`src/rtl/arc_pkg.sv`:
```
// Shared types for the pipeline sequencing controller: stage records, forwarding selects
// and register-match helpers.
package arc_pkg;

  localparam int unsigned REG_AW = 5;
  localparam logic [REG_AW-1:0] REG_ZERO = '0;

  typedef enum logic [1:0] {
    FWD_REG = 2'b00,
    FWD_W   = 2'b01,
    FWD_M   = 2'b10
  } fwd_sel_e;

  typedef struct packed {
    logic [REG_AW-1:0] dst;
    logic              regwr;
    logic              memrd;
    logic [REG_AW-1:0] rs;
    logic [REG_AW-1:0] rt;
  } stage_rec_t;

  localparam stage_rec_t REC_BUBBLE = '0;

  // A record produces a value for addr only if it writes a non-zero destination equal to addr.
  function automatic logic rec_hit(input logic regwr, input logic [REG_AW-1:0] dst,
                                   input logic [REG_AW-1:0] addr);
    return regwr && (dst != REG_ZERO) && (dst == addr);
  endfunction

  // Youngest ALU result wins; a load still in M has no data yet, so fall through to W.
  function automatic fwd_sel_e fwd_pick(input logic m_regwr, input logic [REG_AW-1:0] m_dst,
                                        input logic m_memrd, input logic w_regwr,
                                        input logic [REG_AW-1:0] w_dst,
                                        input logic [REG_AW-1:0] addr);
    fwd_sel_e sel;
    sel = FWD_REG;
    if (rec_hit(m_regwr, m_dst, addr) && !m_memrd) begin
      sel = FWD_M;
    end else if (rec_hit(w_regwr, w_dst, addr)) begin
      sel = FWD_W;
    end
    return sel;
  endfunction

endpackage

```
`src/rtl/hz_shadow_pipe.sv`:
```
// Shadow copy of the E/M/W destination records, advanced in step with the datapath.
module hz_shadow_pipe
  import arc_pkg::*;
(
  input  logic       i_clk,
  input  logic       i_nrst,
  input  logic       hold,
  input  logic       bubble,
  input  stage_rec_t rec_d,
  output stage_rec_t rec_e,
  output stage_rec_t rec_m,
  output stage_rec_t rec_w
);

  // Hold freezes every stage; bubble only replaces what enters E.
  always_ff @(posedge i_clk or negedge i_nrst) begin
    if (!i_nrst) begin
      rec_e <= REC_BUBBLE;
      rec_m <= REC_BUBBLE;
      rec_w <= REC_BUBBLE;
    end else if (!hold) begin
      rec_w <= rec_m;
      rec_m <= rec_e;
      rec_e <= bubble ? REC_BUBBLE : rec_d;
    end
  end

endmodule

```
`src/rtl/hazard_ctrl.sv`:
```
// Pipeline sequencing controller: load-use / decode-branch hazard detection, stall and
// flush enables, forwarding selects and a saturating hazard-stall counter.
module hazard_ctrl
  import arc_pkg::*;
#(
  parameter int unsigned CNT_W = 16
) (
  input  logic              i_clk,
  input  logic              i_nrst,
  input  logic [REG_AW-1:0] i_addr_rs,
  input  logic [REG_AW-1:0] i_addr_rt,
  input  logic              i_con_use_rs,
  input  logic              i_con_use_rt,
  input  logic              i_con_dbranch,
  input  logic [REG_AW-1:0] i_addr_ddst,
  input  logic              i_con_dregwr,
  input  logic              i_con_dmemrd,
  input  logic              i_con_taken,
  input  logic              i_con_memstall,
  input  logic              i_con_cntclr,
  output logic              o_con_stallF,
  output logic              o_con_stallD,
  output logic              o_con_flushD,
  output logic              o_con_flushE,
  output logic [1:0]        o_con_fwdD_rs,
  output logic [1:0]        o_con_fwdD_rt,
  output logic [1:0]        o_con_fwdE_rs,
  output logic [1:0]        o_con_fwdE_rt,
  output logic [CNT_W-1:0]  o_cnt_stall
);

  stage_rec_t       rec_d, rec_e, rec_m, rec_w;
  logic             hit_e, hit_m, hazard, bubble_e;
  logic [CNT_W-1:0] cnt_q;
  logic             unused_fields;

  assign rec_d = '{dst: i_addr_ddst, regwr: i_con_dregwr, memrd: i_con_dmemrd,
                   rs: i_addr_rs, rt: i_addr_rt};

  assign bubble_e = hazard && !i_con_memstall;

  hz_shadow_pipe u_shadow (
    .i_clk  (i_clk),
    .i_nrst (i_nrst),
    .hold   (i_con_memstall),
    .bubble (bubble_e),
    .rec_d  (rec_d),
    .rec_e  (rec_e),
    .rec_m  (rec_m),
    .rec_w  (rec_w)
  );

  // A load in M only blocks a D-stage compare; E-stage users get it from W after one bubble.
  always_comb begin
    hit_e  = 1'b0;
    hit_m  = 1'b0;
    hazard = 1'b0;
    hit_e  = (i_con_use_rs && rec_hit(rec_e.regwr, rec_e.dst, i_addr_rs)) ||
             (i_con_use_rt && rec_hit(rec_e.regwr, rec_e.dst, i_addr_rt));
    hit_m  = (i_con_use_rs && rec_hit(rec_m.regwr, rec_m.dst, i_addr_rs)) ||
             (i_con_use_rt && rec_hit(rec_m.regwr, rec_m.dst, i_addr_rt));
    hazard = (rec_e.memrd && hit_e) ||
             (i_con_dbranch && hit_e) ||
             (i_con_dbranch && rec_m.memrd && hit_m);
  end

  assign o_con_stallF = i_con_memstall || hazard;
  assign o_con_stallD = i_con_memstall || hazard;
  assign o_con_flushE = bubble_e;
  assign o_con_flushD = i_con_taken && !hazard && !i_con_memstall;

  assign o_con_fwdD_rs = 2'(fwd_pick(rec_m.regwr, rec_m.dst, rec_m.memrd,
                                     rec_w.regwr, rec_w.dst, i_addr_rs));
  assign o_con_fwdD_rt = 2'(fwd_pick(rec_m.regwr, rec_m.dst, rec_m.memrd,
                                     rec_w.regwr, rec_w.dst, i_addr_rt));
  assign o_con_fwdE_rs = 2'(fwd_pick(rec_m.regwr, rec_m.dst, rec_m.memrd,
                                     rec_w.regwr, rec_w.dst, rec_e.rs));
  assign o_con_fwdE_rt = 2'(fwd_pick(rec_m.regwr, rec_m.dst, rec_m.memrd,
                                     rec_w.regwr, rec_w.dst, rec_e.rt));

  // Clear beats increment; saturates at all-ones.
  always_ff @(posedge i_clk or negedge i_nrst) begin
    if (!i_nrst) begin
      cnt_q <= '0;
    end else if (i_con_cntclr) begin
      cnt_q <= '0;
    end else if (bubble_e && (cnt_q != '1)) begin
      cnt_q <= cnt_q + CNT_W'(1);
    end
  end

  assign o_cnt_stall = cnt_q;

  assign unused_fields = ^{rec_m.rs, rec_m.rt, rec_w.rs, rec_w.rt, rec_w.memrd};

endmodule

```
`config.mk`:
```
export PLATFORM = sky130hd
export DESIGN_NAME = hazard_ctrl
export DESIGN_NICKNAME = d
export VERILOG_FILES = /design/src/rtl/arc_pkg.sv /design/src/rtl/hz_shadow_pipe.sv /design/src/rtl/hazard_ctrl.sv
export SDC_FILE = /design/constraint.sdc
export NUM_CORES = 1
export LEC_CHECK = 0
export ABC_AREA = 1
export BUFFER_PORTS_ARGS = -buffer_cell sky130_fd_sc_hd__buf_2
export CORE_MARGIN = 4
export CORE_UTILIZATION = 35
export CTS_BUF_LIST = sky130_fd_sc_hd__clkbuf_4 sky130_fd_sc_hd__clkbuf_8
export CTS_CLUSTER_SIZE = 25
export DETAILED_ROUTE_END_ITERATION = 7
export PLACE_DENSITY = 0.58
export SYNTH_ARGS = -nofsm -noshare
export SYNTH_HDL_FRONTEND = slang
export SYNTH_SLANG_ARGS = --single-unit
export TNS_END_PERCENT = 30
```
`constraint.sdc`:
```
create_clock -name i_clk -period 3.3 [get_ports i_clk]
set_clock_uncertainty 0.1 [all_clocks]
set_input_delay 0 -clock i_clk [delete_from_list [all_inputs] [get_ports i_clk]]
set_output_delay 0 -clock i_clk [all_outputs]
set_load 0.005 [all_outputs]
```
Yosys cells after proc, flatten, opt, wreduce, memory -nomap -nowiden. Cells that the tools add are included.

Bits in registers: 46. Bits of input ports: 25.

$add $sub $neg: 1. Equality and inequality tests: 11. Mux-type cells: 11. Reduce and logical (&&, ||, !) cells: 41.

Operator list (number): 5-bit equality test (10); 16-bit 2-to-1 mux (2); 1-bit logical AND (29); 17-bit 2-to-1 mux (1); 16-bit by 1-bit adder with 16-bit output, second input constant (1); 16-bit != test, second input constant (1); 5-bit nonzero test (3); 2-bit 2-to-1 mux (4); 1-bit logical OR (5); 1-bit 2-to-1 mux (4); 1-bit logical NOT (3); 2-bit nonzero test (1).

Logic depth before layout (Yosys ltp).
Depth in word-level cells: 12. Mapped depth: 14. Depth with buffers taken out: 13.

Cells and area by module. A second synthesis with hierarchy kept.

Cells, all modules: 525. Area, all modules: 3888.7 µm².

By module, submodules not included: hz_shadow_pipe (instances 1, cells an instance 215, area each 1960.6 µm²); hazard_ctrl (instances 1, cells an instance 310, area each 1928.1 µm²).

Worst setup path after synthesis. Ideal clock, no wire load.

Kind: register -> register. Start point: reg cnt_q[0], in the netlist o_cnt_stall[0]. End point: reg cnt_q[2], in the netlist o_cnt_stall[2]. Data arrival time: 1.586 ns. Required time: 3.083 ns. Path slack: 1.497 ns. Stages on the path, launching flop included: 12. Cell sequence: dfrtp_1 > ha_1 > nand2_1 > nor2_2 > nand2_1 > nor2_2 > nand4_2 > nand3_4 > nand2_4 > buf_8 > nand2_1 > nand2_1.

Word-level cells in the longest chain between the ends: 3.

Ends and longest elaborated chain: start, declared (line hazard_ctrl.sv:34) `logic [CNT_W-1:0] cnt_q;`; start signal, assigned (line hazard_ctrl.sv:88) `cnt_q <= cnt_q + CNT_W'(1);`; 16-bit by 1-bit adder with 16-bit output / 16-bit != test (equally long branches) (line hazard_ctrl.sv:88, hazard_ctrl.sv:87); 16-bit 2-to-1 mux / 1-bit logical AND (equally long branches) (line hazard_ctrl.sv:87) `end else if (bubble_e && (cnt_q != '1)) begin`; 16-bit 2-to-1 mux / 2-bit nonzero test (equally long branches).

Several ways; a longest one is shown, not always the timed one. The select of a mux whose other input is x is not followed. A chain may end at the register's enable or synchronous reset.

Final worst setup path.
Start point: reg u_shadow.rec_m[15] (netlist name). End point: reg u_shadow.rec_e[13] (netlist name).

Word-level cells in the longest chain between the ends: 9.

Ends and longest elaborated chain: 5-bit nonzero test (line arc_pkg.sv:27) `return regwr && (dst != REG_ZERO) && (dst == addr);`; 1-bit logical AND (2 in a row) (line arc_pkg.sv:27); 1-bit logical AND (on tied branches) (line hazard_ctrl.sv:60, hazard_ctrl.sv:61); 1-bit logical OR * (line hazard_ctrl.sv:60) `hit_m = (i_con_use_rs && rec_hit(rec_m.regwr, rec_m.dst, i_addr_rs)) ||`; 1-bit logical AND * (line hazard_ctrl.sv:64) `(i_con_dbranch && rec_m.memrd && hit_m);`; 1-bit logical OR * (line hazard_ctrl.sv:63) `(i_con_dbranch && hit_e) ||`; 1-bit logical AND * (line hazard_ctrl.sv:40) `assign bubble_e = hazard && !i_con_memstall;`; 17-bit 2-to-1 mux * (line hz_shadow_pipe.sv:24) `rec_e <= bubble ? REC_BUBBLE : rec_d;`.

Every way passes the cells marked *; elsewhere a longest branch is shown, timed or not.

==> impl_results.md <==
- Status: completed
- Minimum clock period: 2.42 ns
- Synth top area cells: dfrtp_1 39%, nand2_1 14%, xor2_1 7.1%
- # port buffers: 52
- Initial Util: 36.1%
- Die area: 10,000 um^2
- Count leader, synth: nand2_1
- Met2 usage: 27.4%
- Setup TNS: 0 ns
- Critical path fanouts, max: 12
- Initial antenna violation count: 0
- ANT cells: 0
- CTS tree: built
- Met3 GRT Util: 2.57%
- Clock sinks: 46
- VDD IR-drop max: 0.132 mV
- Cells after synthesis: 409
- # DRC: 0
- Mapped cell area: 2960 um^2
- Share of layout cells above drive strength 1: 15.6%
- CP startpoint kind: flop
- Mapped Avg Cell Area: roughly 7.2 um^2
- FF+latch area: around 1200 um^2
- Die width: ~100 um
- I/O Pins: 53
- Hold Vio Cnt, Final: 0
- Crit path DAT: 2.48 ns
- Unrepaired setup endpoints after global routing: false
- Worst Tran Pin Value: 0.586 ns
- Core footprint: 8220 um^2
- Total wire length: 8.29 mm
- CP endpoint kind: flop
- Achievable clock frequency: 0.414 GHz
- Hold WS: 0.00587 ns
- Synth Area in Simple Gates: 32.8%
- Pre-antenna DRT Iters: 5
- ANT nets after route: 0
- Clk buf depth: 2
- Post-synthesis mux area share: 0%
- First-pass GRT wire length: 13.7 mm
- Row cnt: 33
- Multi-input logic area: 1560 um^2
- Slew Limit Fails: 0
- Slew headroom: 60.7%
- TritonCTS Buffers: 5
- Clk slew on worst S/H paths: 0.09 ns
- CP Data Required Time: 3.36 ns
- Adder-Cell Fraction of Synth Area: 0.422%
- Top-area cell type share of the netlist area: 38.9%
- Post-route worst setup slack: 0.884 ns
- Post-DP HPWL: around 6.1 mm
- Pre-CTS setup slack: 0.902 ns
- Gr busiest metal: met2
- Async set-or-reset flop fraction in the synthesized netlist: 100%
- FF+latch count, synth: 46
- Die span in y: between 100 and 150 um
- Final core utilization: 42.9%
- CTS root buf: clkbuf_8
- H-Tree Level Count: 2
- Predominant post-synthesis flop cell: dfrtp_1
- WL/cell: around 14 um
- Synth Net Count: 435
- Initial drt markers: 174
- Vias in the first global route: ~2,700
- Final GP Congestion: 0.932
- Total gr overflow: 0
- YS warnings: 0
- Global Route Usage Sum: 17.2%
- CP Class: flop to flop
- Synth area leader: dfrtp_1
- Total Nets Final: between 400 and 500
- Clk Latency, worst-skew pair: 0.30 ns
- GR Util met1: 23.8%
- # Post-CTS Setup Buffers: 0
- Vias: 2,787
- Leakage: approximately 1.8 nW
- Number of vias per cell: roughly 4.9
- Post-synthesis compound-gate area fraction: 7.18%
- Layout area overhead: 19.0%
- Seq/Total Area, Yosys: 38.9%
- Most frequent cells after synthesis: 111 x nand2_1, 48 x nor2_1, 46 x dfrtp_1
- Maxcap violations: 0
- Synth unique cells: 32
- Final setup fails: 0
- Pin count of the biggest net entering global routing: 35
- Post-synth EDFFs: 0
- Power density over the cells: roughly 380 nW/um^2
- Final worst path period share: between 70% and 80%
- Worst hold path class: input pin to async pin
- Synth Area in XOR/XNOR: 12.1%
- Largest family of logic cells by synthesized area: simple AND/OR/NAND/NOR gates
- Fillers: 836
==> placed cells by master (no fill, tap or decap), drive strengths merged <==
| cell type | count |
|---|---|
| nand3 | 34 |
| nand4 | 5 |
| inv | 37 |
| o211ai | 2 |
| dfrtp | 46 |
| nor3 | 13 |
| nor2 | 51 |
| o22ai | 4 |
| nand2 | 115 |
| ha | 1 |
| xnor2 | 17 |
| xor2 | 24 |
| clkbuf | 7 |
| a21oi | 2 |
| clkinv | 3 |
| o2111ai | 2 |
| and3b | 1 |
| or2 | 1 |
| dlygate4sd3 | 17 |
| buf | 54 |
| o21ai | 29 |
| or3 | 1 |
| nor4 | 3 |
==> cell type report <==
cell class,instances,area share [%]
Multi-Input combinational cell,305,44.1
Sequential cell,46,32.7
Timing Repair Buffer,71,12.6
Inverter,39,4.15
Tap cell,105,3.73
Clock buffer,7,2.56
Clock inverter,1,0.142
==> power by group <==
group / internal [W] / switching [W]
Sequential: 0.000607 / 0.0000686
Combinational: 0.000121 / 0.000164
Clock: 0.000178 / 0.000194
==> state kept, by name, summed over array words and instances, names as in the netlist <==
name and flops:
u_shadow.rec_e 17, o_cnt_stall 16, u_shadow.rec_m 7, u_shadow.rec_w 6
==> routing by layer <==
metal,up-vias,share of wire [%]
met2,57,47
li1,1415,-
met1,1299,47
met5,-,0
met4,0,2.1
met3,16,3.7
==> timing repair <==
action                    in CTS  in global routing
hold buffers                  17                  0
gates resized for setup        0                  0
hold endpoints to repair      62                  0
==> final timing paths <==
kind	start	endpoint	slack (ns)	cells after the start
max	u_shadow.rec_m[15]$_DFFE_PN0N_	u_shadow.rec_e[13]$_DFFE_PN0N_	0.88	12
min	i_nrst	u_shadow.rec_w[11]$_DFFE_PN0N_	0.006	2
max reg2reg	u_shadow.rec_m[15]$_DFFE_PN0N_	u_shadow.rec_e[13]$_DFFE_PN0N_	0.88	12
min reg2reg	u_shadow.rec_w[11]$_DFFE_PN0N_	u_shadow.rec_w[11]$_DFFE_PN0N_	0.42	2
max in group asynchronous	i_nrst	u_shadow.rec_e[2]$_DFFE_PN0N_	2.33	3
min in group i_clk	i_addr_rt[1]	u_shadow.rec_e[1]$_DFFE_PN0N_	0.01	3
==> stage by stage <==
stage                     cells  area (um^2)  total power (W)
after floorplan             409         2960         0.000865
after global placement      549         3260         0.000957
after detailed placement    549         3260         0.000958
after CTS                   574         3520          0.00135
after global routing        574         3520          0.00142
final                       574         3520          0.00133
==> worst max-delay path: stages, from the launching register on <==
cell	delay (ns)
dfrtp_1	0.46
inv_1	0.15
nand2_1	0.07
nand2_1	0.06
nand3_1	0.09
nor2_2	0.11
nand3_1	0.07
nand2_1	0.10
nand2_2	0.07
nand3_1	0.38
clkinv_1	0.39
nand2_1	0.15
o21ai_0	0.09
==> cell families (layout without fill, tap and decap cells) <==
group                      count (synthesis)  count (layout)
xor gates and xnor gates                  41              41
adders and majority gates                  1               1
AOI/OAI and AO/OA                         39              39
buffers and inverters                     58             118
DFF                                       46              46
and+or+nand+nor                          224             224
Note: power is estimated with default switching activity, not from simulation.
